$ cat src/rtl/mem_pkg.sv
// Shared definitions for the memory port arbiter: state encoding and default widths.
package mem_pkg;

   localparam int ADDR_W_DEF = 32;
   localparam int DATA_W_DEF = 32;
   localparam int CNT_W      = 4;

   typedef enum logic [1:0] {
      IDLE  = 2'd0,
      DATA  = 2'd1,
      FETCH = 2'd2
   } state_e;

endpackage

$ cat src/rtl/mem_port_arbiter_starve_counter.sv
// Saturating count of consecutive data grants taken while fetch was waiting.
module starve_counter
   import mem_pkg::*;
#(
   parameter int MAX = 4
) (
   input  logic             clock,
   input  logic             reset_n,
   input  logic             inc,
   input  logic             clr,
   output logic [CNT_W-1:0] cnt,
   output logic             sat
);

   logic [CNT_W-1:0] cnt_q, cnt_d;

   assign sat = (cnt_q == CNT_W'(MAX));
   assign cnt = cnt_q;

   // clear wins over increment; increment stops at MAX rather than wrapping
   always_comb begin
      cnt_d = cnt_q;
      if (clr)
         cnt_d = '0;
      else if (inc && !sat)
         cnt_d = cnt_q + 1'b1;
   end

   always_ff @(posedge clock or negedge reset_n) begin
      if (!reset_n)
         cnt_q <= '0;
      else
         cnt_q <= cnt_d;
   end

endmodule

$ cat src/rtl/mem_port_arbiter.sv
// Arbitrates one variable-latency memory port between instruction fetch and
// EX/MEM data accesses, returning data with one-cycle strobes and pipeline stalls.
module mem_port_arbiter
   import mem_pkg::*;
#(
   parameter int ADDR_W     = ADDR_W_DEF,
   parameter int DATA_W     = DATA_W_DEF,
   parameter int STARVE_MAX = 4
) (
   input  logic              clock,
   input  logic              reset_n,
   input  logic              if_req,
   input  logic [ADDR_W-1:0] if_addr,
   output logic [DATA_W-1:0] if_rdata,
   output logic              if_valid,
   input  logic              dm_read,
   input  logic              dm_write,
   input  logic [ADDR_W-1:0] dm_addr,
   input  logic [DATA_W-1:0] dm_wdata,
   output logic [DATA_W-1:0] dm_rdata,
   output logic              dm_valid,
   output logic              stall_if,
   output logic              stall_mem,
   output logic              mem_req,
   output logic              mem_we,
   output logic [ADDR_W-1:0] mem_addr,
   output logic [DATA_W-1:0] mem_wdata,
   input  logic [DATA_W-1:0] mem_rdata,
   input  logic              mem_ack
);

   state_e            state_q, state_d;
   logic              mem_req_q, mem_req_d;
   logic              mem_we_q, mem_we_d;
   logic [ADDR_W-1:0] mem_addr_q, mem_addr_d;
   logic [DATA_W-1:0] mem_wdata_q, mem_wdata_d;
   logic              if_valid_q, if_valid_d;
   logic              dm_valid_q, dm_valid_d;
   logic [DATA_W-1:0] if_rdata_q, if_rdata_d;
   logic [DATA_W-1:0] dm_rdata_q, dm_rdata_d;
   logic              stall_if_q, stall_if_d;
   logic              stall_mem_q, stall_mem_d;

   logic              dm_req;
   logic              grant_data, grant_fetch;
   logic              starve_sat;
   logic [CNT_W-1:0]  starve_cnt;

   assign dm_req = dm_read | dm_write;

   // data normally wins; fetch wins when alone or once data has starved it long enough
   assign grant_data  = (state_q == IDLE) && dm_req && !(if_req && starve_sat);
   assign grant_fetch = (state_q == IDLE) && if_req && !grant_data;

   starve_counter #(.MAX(STARVE_MAX)) u_starve (
      .clock   (clock),
      .reset_n (reset_n),
      .inc     (grant_data && if_req),
      .clr     (grant_fetch || (grant_data && !if_req)),
      .cnt     (starve_cnt),
      .sat     (starve_sat)
   );

   always_comb begin
      state_d     = state_q;
      mem_req_d   = mem_req_q;
      mem_we_d    = mem_we_q;
      mem_addr_d  = mem_addr_q;
      mem_wdata_d = mem_wdata_q;
      if_rdata_d  = if_rdata_q;
      dm_rdata_d  = dm_rdata_q;
      if_valid_d  = 1'b0;
      dm_valid_d  = 1'b0;
      case (state_q)
         IDLE: begin
            if (grant_data) begin
               state_d     = DATA;
               mem_req_d   = 1'b1;
               mem_we_d    = dm_write;
               mem_addr_d  = dm_addr;
               mem_wdata_d = dm_wdata;
            end else if (grant_fetch) begin
               state_d     = FETCH;
               mem_req_d   = 1'b1;
               mem_we_d    = 1'b0;
               mem_addr_d  = if_addr;
               mem_wdata_d = '0;
            end
         end
         DATA: begin
            if (mem_ack) begin
               state_d    = IDLE;
               mem_req_d  = 1'b0;
               dm_valid_d = 1'b1;
               if (!mem_we_q)
                  dm_rdata_d = mem_rdata;
            end
         end
         FETCH: begin
            if (mem_ack) begin
               state_d    = IDLE;
               mem_req_d  = 1'b0;
               if_valid_d = 1'b1;
               if_rdata_d = mem_rdata;
            end
         end
         default: begin
            state_d   = IDLE;
            mem_req_d = 1'b0;
         end
      endcase
      stall_mem_d = dm_req && !dm_valid_d;
      stall_if_d  = if_req && !if_valid_d;
   end

   always_ff @(posedge clock or negedge reset_n) begin
      if (!reset_n) begin
         state_q     <= IDLE;
         mem_req_q   <= 1'b0;
         mem_we_q    <= 1'b0;
         mem_addr_q  <= '0;
         mem_wdata_q <= '0;
         if_valid_q  <= 1'b0;
         dm_valid_q  <= 1'b0;
         if_rdata_q  <= '0;
         dm_rdata_q  <= '0;
         stall_if_q  <= 1'b0;
         stall_mem_q <= 1'b0;
      end else begin
         state_q     <= state_d;
         mem_req_q   <= mem_req_d;
         mem_we_q    <= mem_we_d;
         mem_addr_q  <= mem_addr_d;
         mem_wdata_q <= mem_wdata_d;
         if_valid_q  <= if_valid_d;
         dm_valid_q  <= dm_valid_d;
         if_rdata_q  <= if_rdata_d;
         dm_rdata_q  <= dm_rdata_d;
         stall_if_q  <= stall_if_d;
         stall_mem_q <= stall_mem_d;
      end
   end

   assign mem_req   = mem_req_q;
   assign mem_we    = mem_we_q;
   assign mem_addr  = mem_addr_q;
   assign mem_wdata = mem_wdata_q;
   assign if_valid  = if_valid_q;
   assign dm_valid  = dm_valid_q;
   assign if_rdata  = if_rdata_q;
   assign dm_rdata  = dm_rdata_q;
   assign stall_if  = stall_if_q;
   assign stall_mem = stall_mem_q;

endmodule

$ cat config.mk
export PLATFORM = sky130hd
export DESIGN_NAME = mem_port_arbiter
export DESIGN_NICKNAME = d
export VERILOG_FILES = /design/src/rtl/mem_pkg.sv /design/src/rtl/mem_port_arbiter_starve_counter.sv /design/src/rtl/mem_port_arbiter.sv
export SDC_FILE = /design/constraint.sdc
export NUM_CORES = 1
export LEC_CHECK = 0
export CELL_PAD_IN_SITES_DETAIL_PLACEMENT = 0
export CELL_PAD_IN_SITES_GLOBAL_PLACEMENT = 2
export CORE_ASPECT_RATIO = 0.8
export CORE_MARGIN = 4
export CORE_UTILIZATION = 41
export CTS_CLUSTER_DIAMETER = 30
export DETAILED_ROUTE_END_ITERATION = 8
export DONT_BUFFER_PORTS = 1
export PLACE_DENSITY_LB_ADDON = 0.1
export REMOVE_ABC_BUFFERS = 1
export SYNTH_ARGS = -nofsm -noshare
export SYNTH_HDL_FRONTEND = slang
export SYNTH_SLANG_ARGS = --single-unit
$ cat constraint.sdc
create_clock -name clock -period 2.7 [get_ports clock]
set_input_delay 0.54 -clock clock [delete_from_list [all_inputs] [get_ports clock]]
set_output_delay 0.54 -clock clock [all_outputs]
set_load 0.005 [all_outputs]
==> metrics.md, run 1 <==
| Metric | Value |
|---|---|
| Status | `finished, violations left` |
| Failing checks | `hold timing` |
| Non-Filler Instances | `631` |
| Total core area | `13600 um^2` |
| Gr usage total | `0.182` |
| DIE AREA | `16000 um^2` |
| Worst IR Drop VDD | `0.000660 V` |
| Total gr overflow | `0` |
| Hold_ws | `-186 ps` |
| Final setup fails | `0` |
| Worst-path maximum fanout | `34` |
| # DRC | `0` |
| Die X | `140 um` |
| Sequential share of the synthesized area | `0.611` |
| Final Max Tran Viols | `0` |
| Htree depth | `4` |
| CTS tree | `done` |
| R2r startpoint | `u_starve.cnt[0]` |
| Worst Skew | `11.1 ps` |
| DRT Pass-1 Iters | `4` |
| WL final | `14600 um` |
| Crit path time final | `1920 ps` |
| Max Freq | `520 MHz` |
| Ys async rst share | `1.00` |
| Worst slew pin tran | `994 ps` |
| Fill cells | `1213` |
| CTS resizes | `0` |
| Cell area after synthesis | `5740 um^2` |
| Crit path arrival time | `2280 ps` |
| Max Cap Viol | `0` |
| Met1 wire length | `5500 um` |
| Crit path required time | `3050 ps` |
| Detail Route Antenna Nets | `0` |
| PortBufs | `0` |
| Vias in the first global route | `3917` |
| Boundary Pins | `268` |
| Setup_tns | `0 ps` |
| ANT cells | `0` |
| Top Metal Used | `met5` |
| Layout cells sized above 1 | `0.248` |
| Met2 WL | `7110 um` |
| Drt wl/cell | `23.1 um` |
| Yosys warns | `0` |
| Drt initial violations | `212` |
| Via/cell ratio | `5.70` |
| Area of the multi-input gates | `1960 um^2` |
| Period utilisation layout | `0.713` |
| Initial antenna violation count | `2` |
| # rows | `38` |
| R2R setup slack | `780 ps` |
| Worst rel slew slack | `0.337` |
| Via count | `3597` |
| Leakage power | `2.76 nW` |
| Layout net count | `577` |
| Crit path kind | `reg -> reg` |
| GPL Wtd Cong | `0.727` |
| Worst Setup End Kind | `flip-flop` |
| Synth Instances | `446` |
| Largest net degree at the start of global routing | `141` |
| Clk slew on worst S/H paths | `60 ps` |
| Syn Area/Cell | `12.9 um^2` |
| Root buf cell | `clkbuf_16` |
| Placed Cells incl. Taps | `599` |
| Number of distinct library cells after synthesis | `36` |
| PD cells | `1350 nW/um^2` |
| First-pass GRT wire length | `22500 um` |
| CTS buffer count | `17` |
| Startpoint types | `flip-flop` |
| Starting Density | `0.421` |
| DP Wirelength | `9700 um` |
| Ys flop type | `dfrtp_1` |
| Post-synth EDFFs | `0` |
| # clock sinks | `140` |
| Clk Latency, worst-skew pair | `420 ps` |
| Postcts setup bufs | `0` |
| WL met3 | `1690 um` |
| Seq. cell area | `3500 um^2` |
| Worst Hold Class | `in -> async` |
| Final hold vios | `140` |
| Seq cells post-synth | `140` |
| Clk buf depth | `2` |
| R2R Path End | `state_q[0]` |
| Die Ht | `114 um` |
| Layout Area Growth over Synthesis | `11.7%` |
| FF-to-FF path depth | `5` |
| RSZ-0062 raised after global routing | `false` |
worst max path at each step:
stage / start / end / cells past startpoint
after floorplan: if_req / mem_wdata[0] / 2
after global placement: if_req / mem_addr[30] / 4
after detailed placement: if_req / mem_addr[20] / 4
after CTS: u_starve.cnt[0] / state_q[0] / 5
after global routing: u_starve.cnt[0] / state_q[0] / 5
final: u_starve.cnt[0] / state_q[0] / 5
critical path: stages (launching register included):
cell     delay, ps
dfrtp_1        410
inv_1           60
ha_1           220
and4b_1        270
nor2_4         620
mux2_2         280
cells in the final DEF (no fill, tap or decap), types with 2 or more instances in the layout:
cell	n
dfrtp_1	140
a21oi_1	32
clkinv_4	3
nand2_1	4
inv_1	8
nand2b_1	3
ha_1	5
clkbuf_8	2
and2_1	2
o22ai_1	2
clkinv_2	3
bufinv_16	3
clkinvlp_4	2
nor2_1	34
o21ai_1	5
a31oi_1	33
a22o_1	33
inv_6	2
clkbuf_16	17
mux2_2	64
buf_4	9
o21ai_0	28
synth_stat cells (2+ instances only):
cell      count  area share
dfrtp_1     140        0.61
mux2_2       64        0.13
nor2_1       34       0.022
a22o_1       33       0.050
a31oi_1      33       0.036
a21oi_1      32       0.028
o21ai_0      28       0.024
buf_2        11      0.0096
buf_6         9       0.018
inv_1         8      0.0052
clkbuf_1      7      0.0046
clkbuf_2      5      0.0044
ha_1          5       0.011
o21ai_1       5      0.0044
buf_4         4      0.0052
nand2_1       4      0.0026
nand2b_1      3      0.0033
and2_1        2      0.0022
o22ai_1       2      0.0022
cell families (layout without fill, tap and decap cells):
family | after synthesis | after routing | synth area share
compound gates | 141 | 141 | 0.163
flops | 140 | 140 | 0.611
buf+inv | 45 | 50 | 0.0473
fa+ha+maj | 5 | 5 | 0.0109
simple gates | 50 | 50 | 0.0406
mux | 65 | 65 | 0.128
metrics by stage:
stage / hold WS (ps) / utilization / setup WS, ps / area (um^2) / total power (W)
global route: -214 / 0.470 / 598 / 6410 / 0.00929
detailed placement: 249 / 0.425 / 534 / 5790 / 0.00637
floorplan: 244 / - / 440 / 5500 / 0.00557
finish: -186 / 0.470 / 775 / 6410 / 0.00868
CTS: -208 / 0.470 / 758 / 6410 / 0.00882
global placement: 248 / 0.425 / 539 / 5790 / 0.00629
final cells by class:
type	instances	area share
tap	180	0.0351
clock buffer	19	0.0707
multi-input combinational	261	0.306
clock inverter	13	0.0256
sequential	140	0.547
timing repair buffer	9	0.0105
inverter	9	0.00527
layer usage:
layer | vias up | global-route usage
met4 | 4 | 0.0652
li1 | 1601 | -
met3 | 23 | 0.0972
met2 | 180 | 0.284
met5 | - | 0
met1 | 1789 | 0.216
where the power goes:
group          internal [W]  leakage, nW  switching [W]
combinational       0.00111        0.782        0.00116
sequential          0.00314         1.68       0.000860
clock               0.00151        0.300       0.000896
flip-flops by register name (all words and copies together), names as in the netlist, 2 cells and up:
register and cells:
if_rdata 32, u_starve.cnt 4, state_q 2, mem_addr 32, dm_rdata 32, mem_wdata 32
Power figures use the tool's default switching activity.
==> inputs of run 2 (changes only) <==
- ABC_AREA: not set -> 1
- CORE_UTILIZATION: 41 -> 31
- clock period: 2.7 -> 1.55 ns (I/O delays scaled with it)
==> run 2 against run 1 <==
Effect of this change:
- the flow still finishes with violations (hold timing)
- wire length rose by 23%
- clock power is 73% higher
- die area up 34%
- clock-buffer cell count is the same
- hold slack worse by 240 ps
- global-route usage fell by 2.5 points
- via count grew 26%
- non-clock buffer count up 52
- sequential power increased by 72%
- critical endpoint is now mem_addr[13]
- highest routed layer is now met4
==> metrics.md, run 2 <==
| Metric | Value |
|---|---|
| Status | `finished, violations left (unchanged)` |
| Failing checks | `hold timing (unchanged)` |
| Synth Area in Adders | `0.0106 (was 0.0109)` |
| PortBufs | `0 (unchanged)` |
| Worst slew pin tran | `316 ps (was 994 ps)` |
| Via count | `4519 (was 3597)` |
| DIE AREA | `21300 um^2 (was 16000 um^2)` |
| CTS buffer count | `17 (unchanged)` |
| Setup_tns | `0 ps (unchanged)` |
| Int Power | `0.00995 W (was 0.00576 W)` |
| Crit path arrival time | `1780 ps (was 2280 ps)` |
| Synth area leader | `dfrtp_1 (unchanged)` |
| Worst-path maximum fanout | `7 (was 34)` |
| DRT Pass-1 Iters | `5 (was 4)` |
| Final hold vios | `140 (unchanged)` |
| # DRC | `0 (unchanged)` |
| Mux share of post-synthesis cell area | `0 (was 0.128)` |
| Simple-gate share of the synthesized area | `0.228 (was 0.0406)` |
| Final core occ | `0.404 (was 0.470)` |
| Detail Route Antenna Nets | `0 (unchanged)` |
| Seq pwr share | `0.432 (was 0.461)` |
| Syn Area/Cell | `8.69 um^2 (was 12.9 um^2)` |
| Period utilisation layout | `0.947 (was 0.713)` |
| Via/cell ratio | `4.56 (was 5.70)` |
| Top post-synthesis cells by area | `dfrtp_1 (59%), nand2_1 (17%), o21ai_0 (7.0%) (was dfrtp_1 (61%), mux2_2 (13%), a22o_1 (5.0%))` |
| Hold_ws | `-427 ps (was -186 ps)` |
| Synth Instances | `679 (was 446)` |
| Seq cells post-synth | `140 (unchanged)` |
| # clock sinks | `140 (unchanged)` |
| Count leader, synth | `nand2_1 (was dfrtp_1)` |
| Worst rel slew slack | `0.788 (was 0.337)` |
| Placed Cells incl. Taps | `917 (was 599)` |
| # rows | `44 (was 38)` |
| Crit path required time | `1860 ps (was 3050 ps)` |
| Startpoint types | `flip-flop (unchanged)` |
| Ys flop type | `dfrtp_1 (unchanged)` |
| Fin area | `7460 um^2 (was 6410 um^2)` |
| First-pass GRT wire length | `26700 um (was 22500 um)` |
| Total core area | `18400 um^2 (was 13600 um^2)` |
| Worst Skew | `19.4 ps (was 11.1 ps)` |
| Synth Area in Compound Gates | `0.0882 (was 0.163)` |
| Yosys warns | `0 (unchanged)` |
| CTS tree | `done (unchanged)` |
| Initial antenna violation count | `1 (was 2)` |
| GPL Wtd Cong | `0.741 (was 0.727)` |
| Clk slew on worst S/H paths | `70 ps (was 60 ps)` |
| Crit path kind | `reg -> reg (unchanged)` |
| Layout Area Growth over Synthesis | `26.4% (was 11.7%)` |
| Drt initial violations | `306 (was 212)` |
| Xor-xnor portion of the synthesized cell area | `0.00148 (was 0)` |
| Drt wl/cell | `18.1 um (was 23.1 um)` |
| Number of distinct library cells after synthesis | `20 (was 36)` |
| Clk Latency, worst-skew pair | `430 ps (was 420 ps)` |
| Commonest cells post-synth | `nand2_1 (273), dfrtp_1 (140), o21ai_0 (82) (was dfrtp_1 (140), mux2_2 (64), nor2_1 (34))` |
| Layout cells sized above 1 | `0.102 (was 0.248)` |
| Largest family of logic cells by synthesized area | `simple AND/OR/NAND/NOR gates (was compound AO/OA/AOI/OAI gates)` |
| Die Ht | `131 um (was 114 um)` |
| Synth top area share | `0.594 (was 0.611)` |
| Final setup fails | `0 (unchanged)` |
| Leakage power | `3.80 nW (was 2.76 nW)` |
| Post-synth EDFFs | `0 (unchanged)` |
| Boundary Pins | `268 (unchanged)` |
| Worst IR Drop VDD | `0.000800 V (was 0.000660 V)` |
| Crit path time final | `1470 ps (was 1920 ps)` |
| Cell area after synthesis | `5900 um^2 (was 5740 um^2)` |
| Layout net count | `863 (was 577)` |
| Root buf cell | `clkbuf_16 (unchanged)` |
| PD cells | `2140 nW/um^2 (was 1350 nW/um^2)` |
| Die X | `162 um (was 140 um)` |
| Total gr overflow | `0 (unchanged)` |
| Most frequent cells in the layout | `nand2_1 (271), dfrtp_1 (140), o21ai_0 (78), inv_1 (74), nand3b_1 (32) (was dfrtp_1 (140), mux2_2 (64), nor2_1 (34), a22o_1 (33), a31oi_1 (33))` |
| Gr usage total | `0.158 (was 0.182)` |
| DP Wirelength | `11300 um (was 9700 um)` |
| Ys async rst share | `1.00 (unchanged)` |
| Commonest non-fill, non-tap cell in the layout | `nand2_1 (was dfrtp_1)` |
| Worst Setup End Kind | `flip-flop (unchanged)` |
| Largest net degree at the start of global routing | `141 (unchanged)` |
| Max Freq | `682 MHz (was 520 MHz)` |
| Non-Filler Instances | `991 (was 631)` |
| Sequential share of the synthesized area | `0.594 (was 0.611)` |
| Hold-fix buffers, CTS | `30` |
| Area after DPL | `6290 um^2 (was 5790 um^2)` |
| Clk pwr share | `0.260 (was 0.277)` |
| WL final | `17900 um (was 14600 um)` |
| Max Cap Viol | `0 (unchanged)` |
| Net switching power | `0.00599 W (was 0.00292 W)` |
| Clk buf depth | `2 (unchanged)` |
| Vias in the first global route | `4598 (was 3917)` |
| Starting Density | `0.320 (was 0.421)` |
| Worst Hold Class | `in -> async (unchanged)` |
| Combinational share of power | `0.308 (was 0.262)` |
| Net Sw Frac | `0.376 (was 0.336)` |
| Htree depth | `4 (unchanged)` |
| Final Max Tran Viols | `0 (unchanged)` |
-- run 2: cell types whose count changed after synthesis, sizes merged, moves of 3 or more --
| cell | before | now |
|---|---|---|
| nand2 | 4 | 275 |
| o21ai | 34 | 104 |
| inv | 9 | 78 |
| mux2 | 65 | 0 |
| a22o | 33 | 0 |
| a31oi | 33 | 0 |
| a21oi | 32 | 0 |
| nand3b | 1 | 32 |
| nor2 | 35 | 4 |
| buf | 24 | 20 |
| clkbuf | 12 | 15 |
| nand2b | 3 | 0 |
-- run 2: layout make-up --
type	count	area, um^2
Clock inverter	13	156
Antenna cell	1	2.50
Sequential cell	140	3500
Clock buffer	19	443
Inverter	78	300
Timing Repair Buffer	61	758
Tap cell	253	317
Multi-Input combinational cell	426	1980
Fill cell	1866	11000
-- run 2: what timing repair did --
action,CTS,global route
resized for setup,1,15
pin swaps,0,1
gates cloned,0,7
buffers inserted,0,4
hold endpoints to repair,170,140
endpoints found under the setup margin,1,63
-- run 2: worst max-delay path, stage by stage (launching register included) --
cell and delay (ps):
dfrtp_1 400, inv_2 90, ha_4 130, inv_2 50
nor2_4 90, buf_12 140, buf_6 110, clkbuf_16 140
nand3b_1 70, nand2_1 80, nand2_1 50
-- run 2: cell families after synthesis --
family | count (synthesis)
buffers and inverters | 113
adders and majority gates | 5
and+or+nand+nor | 316
AOI/OAI and AO/OA | 104
DFF | 140
xor gates and xnor gates | 1
-- run 2: metal layers --
metal | vias to the layer above | GRT usage | share of wire
met5 | - | 0 | 0
met4 | 0 | 0.0404 | 0.011
met3 | 13 | 0.0720 | 0.093
met2 | 166 | 0.257 | 0.48
met1 | 2149 | 0.190 | 0.42
li1 | 2191 | - | -
-- run 2: path summary, 6_finish.rpt --
kind                                 end  slack, ps  cells after the start          from
min in group clock         mem_wdata[30]         10                      2  dm_wdata[30]
hold reg to reg              mem_addr[5]        510                      2   mem_addr[5]
hold / removal              mem_addr[17]       -430                      0       reset_n
setup / recovery            mem_addr[13]         80                     10    state_q[1]
max in group asynchronous       dm_valid       1760                      0       reset_n
setup reg to reg            mem_addr[13]         80                     10    state_q[1]
-- run 2: power groups by stage --
stage | Sequential, W | Clock (W) | Combinational (W)
finish | 0.00689 | 0.00414 | 0.00490
global route | 0.00711 | 0.00444 | 0.00570
CTS | 0.00696 | 0.00428 | 0.00424
detailed placement | 0.00698 | 0 | 0.00418
global placement | 0.00701 | 0 | 0.00403
floorplan | 0.00638 | 0 | 0.00279
-- run 2: per-stage QoR --
| stage | total power (W) | worst slack [ps] |
|---|---|---|
| 3_5_place_dp | 0.0112 | 6.79 |
| 2_1_floorplan | 0.00917 | -570 |
| 3_3_place_gp | 0.0110 | 56.9 |
| 6_report | 0.0159 | 82.9 |
| 4_1_cts | 0.0155 | 1.79 |
| 5_1_grt | 0.0172 | -4.64 |
==> inputs of run 3 (changes only) <==
- SETUP_SLACK_MARGIN: not set -> 0.5
==> run 3 against run 2 <==
Effect of this change:
- the flow still finishes with violations (hold timing)
- clock-buffer cell count did not move
- die area stayed put
- register-to-register slack about the same
- via count up 7.1%
- critical path type unchanged
- largest cell class unchanged
==> metrics.md, run 3 (synthesis gave the netlist of run 2 again) <==
| Metric | Value |
|---|---|
| Final Max Tran Viols | `0 (unchanged)` |
| Period utilisation layout | `0.953 (was 0.947)` |
| # clock sinks | `140 (unchanged)` |
| WL final | `20700 um (was 17900 um)` |
| Hold_ws | `-429 ps (was -427 ps)` |
| Root buf cell | `clkbuf_16 (unchanged)` |
| CP peak stage delay | `390 ps (was 400 ps)` |
| Crit path required time | `1860 ps (about the same)` |
| Placed Cells incl. Taps | `917 (unchanged)` |
| Clk slew on worst S/H paths | `70 ps (about the same)` |
| Clk Latency, worst-skew pair | `430 ps (about the same)` |
| Worst slew pin tran | `366 ps (was 316 ps)` |
| CP max-delay cell | `dfrtp_1 (unchanged)` |
| Layout cells sized above 1 | `0.228 (was 0.102)` |
| Failing checks | `hold timing (unchanged)` |
| Pre-CTS setup slack | `6.79 ps (unchanged)` |
| Gr usage total | `0.190 (was 0.158)` |
| Commonest non-fill, non-tap cell in the layout | `nand2_1 (unchanged)` |
| PD cells | `2140 nW/um^2 (about the same)` |
| Final setup fails | `0 (unchanged)` |
| CP dominant cell by count | `nand2_1` |
| DP Wirelength | `11300 um (unchanged)` |
| Layout Area Growth over Synthesis | `44.6% (was 26.4%)` |
| Crit path kind | `reg -> reg (unchanged)` |
| Worst Hold Class | `in -> async (unchanged)` |
| Crit path arrival time | `1790 ps (was 1780 ps)` |
| Worst Setup End Kind | `flip-flop (unchanged)` |
| Worst Skew | `17.7 ps (was 19.4 ps)` |
| # rows | `44 (unchanged)` |
| Status | `finished, violations left (unchanged)` |
| Worst rel slew slack | `0.756 (was 0.788)` |
| Fin area | `8530 um^2 (was 7460 um^2)` |
| Die Ht | `131 um (unchanged)` |
| Startpoint types | `flip-flop (unchanged)` |
| Max Cap Viol | `0 (unchanged)` |
| Vias in the first global route | `5082 (was 4598)` |
| CTS buffer count | `17 (unchanged)` |
| PortBufs | `0 (unchanged)` |
| Via count | `4839 (was 4519)` |
| Crit path time final | `1480 ps (was 1470 ps)` |
| # DRC | `0 (unchanged)` |
| Most frequent cells in the layout | `nand2_1 (227), dfrtp_1 (139), inv_1 (70), o21ai_1 (68), nand2_2 (35) (was nand2_1 (271), dfrtp_1 (140), o21ai_0 (78), inv_1 (74), nand3b_1 (32))` |
| Drt initial violations | `274 (was 306)` |
| Largest net degree at the start of global routing | `141 (unchanged)` |
| Die X | `162 um (unchanged)` |
| Area after DPL | `6290 um^2 (unchanged)` |
| Starting Density | `0.320 (unchanged)` |
| Max Freq | `677 MHz (was 682 MHz)` |
| Worst-path maximum fanout | `6 (was 7)` |
| Final hold vios | `140 (unchanged)` |
| Initial antenna violation count | `3 (was 1)` |
| CTS tree | `done (unchanged)` |
| GPL Wtd Cong | `0.741 (unchanged)` |
| Via/cell ratio | `4.68 (was 4.56)` |
| Layout net count | `903 (was 863)` |
| Detail Route Antenna Nets | `0 (unchanged)` |
| RSZ-0062 raised after global routing | `true` |
| Boundary Pins | `268 (unchanged)` |
| DIE AREA | `21300 um^2 (unchanged)` |
| Clk buf depth | `2 (unchanged)` |
| First-pass GRT wire length | `31300 um (was 26700 um)` |
| FF-to-FF path depth | `10 (unchanged)` |
| Leakage power | `4.27 nW (was 3.80 nW)` |
| Non-Filler Instances | `1033 (was 991)` |
| Final worst slack | `72.8 ps (was 82.9 ps)` |
| DRT Pass-1 Iters | `4 (was 5)` |
| Htree depth | `4 (unchanged)` |
| Total gr overflow | `0 (unchanged)` |
| Worst IR Drop VDD | `0.000794 V (was 0.000800 V)` |
| Total core area | `18400 um^2 (unchanged)` |
| Total Power | `0.0182 W (was 0.0159 W)` |
| Drt wl/cell | `20.1 um (was 18.1 um)` |
| CP Cell Sequence | `inv_2 -> ha_4 -> inv_4 -> nor2_4 -> buf_6 -> buf_12 -> buf_16 -> nand3b_1 -> nand2_1 -> nand2_1 (was inv_2 -> ha_4 -> inv_2 -> nor2_4 -> buf_12 -> buf_6 -> clkbuf_16 -> nand3b_1 -> nand2_1 -> nand2_1)` |
-- run 3: changes by cell type in the layout (fill, tap and decap cells not counted), moves of 4 or more --
cell,before,now
o21ai_2,0,8
buf_12,9,14
buf_16,0,19
nand2_4,1,10
inv_1,74,70
nand2_1,271,227
o21ai_0,78,27
o21ai_1,26,68
buf_6,2,13
nand2_2,2,35
-- run 3: final cells by class --
cell class                      instances  area [um^2]
Multi-Input combinational cell        427         2280
Tap cell                              253          317
Sequential cell                       140         3500
Inverter                               78          315
Clock buffer                           19          443
Clock inverter                         13          156
Antenna cell                            3         7.51
Fill cell                            1756         9910
Timing Repair Buffer                  100         1510
-- run 3: power by group --
group	leakage (nW)	switching, W	internal [W]	total (W)
clock	0.281	0.00174	0.00246	0.00419
combinational	2.27	0.00365	0.00346	0.00712
sequential	1.72	0.00156	0.00535	0.00692
-- run 3: through the flow --
step                 util  TNS (ps)
finish              0.463         0
CTS                 0.441         0
global placement    0.341         0
detailed placement  0.341         0
global route        0.463     -97.1
floorplan               -    -45120
-- run 3: worst paths after layout --
check | slack (ps) | end | start
hold / removal | -430 | mem_addr[17] | reset_n
min in group clock | 30 | mem_we | dm_write
hold reg to reg | 500 | mem_addr[5] | mem_addr[5]
setup reg to reg | 70 | mem_addr[16] | state_q[1]
setup / recovery | 70 | mem_addr[16] | state_q[1]
max in group asynchronous | 1630 | mem_addr[11] | reset_n
-- run 3: repair_timing --
| action | CTS | global route |
|---|---|---|
| hold endpoints to repair | 171 | 141 |
| resized for setup | 112 | 78 |
| setup buffers | 16 | 8 |
| setup endpoints to repair | 272 | 274 |
| hold buffers | 31 | 1 |
| gates cloned | 19 | 6 |
| pin swaps | 26 | 9 |
-- run 3: critical path: cells and delay by family, from the launching register on --
kind	cells	cell delay, ps
simple gates	4	350
buf+inv	5	490
flops	1	390
fa+ha+maj	1	150
-- run 3: per-layer routing --
layer	track usage	wire, um	vias up
met1	0.239	8700	2341
met3	0.0736	1850	20
met5	0	0	-
met4	0.0488	280	0
met2	0.308	9910	180
li1	-	-	2298
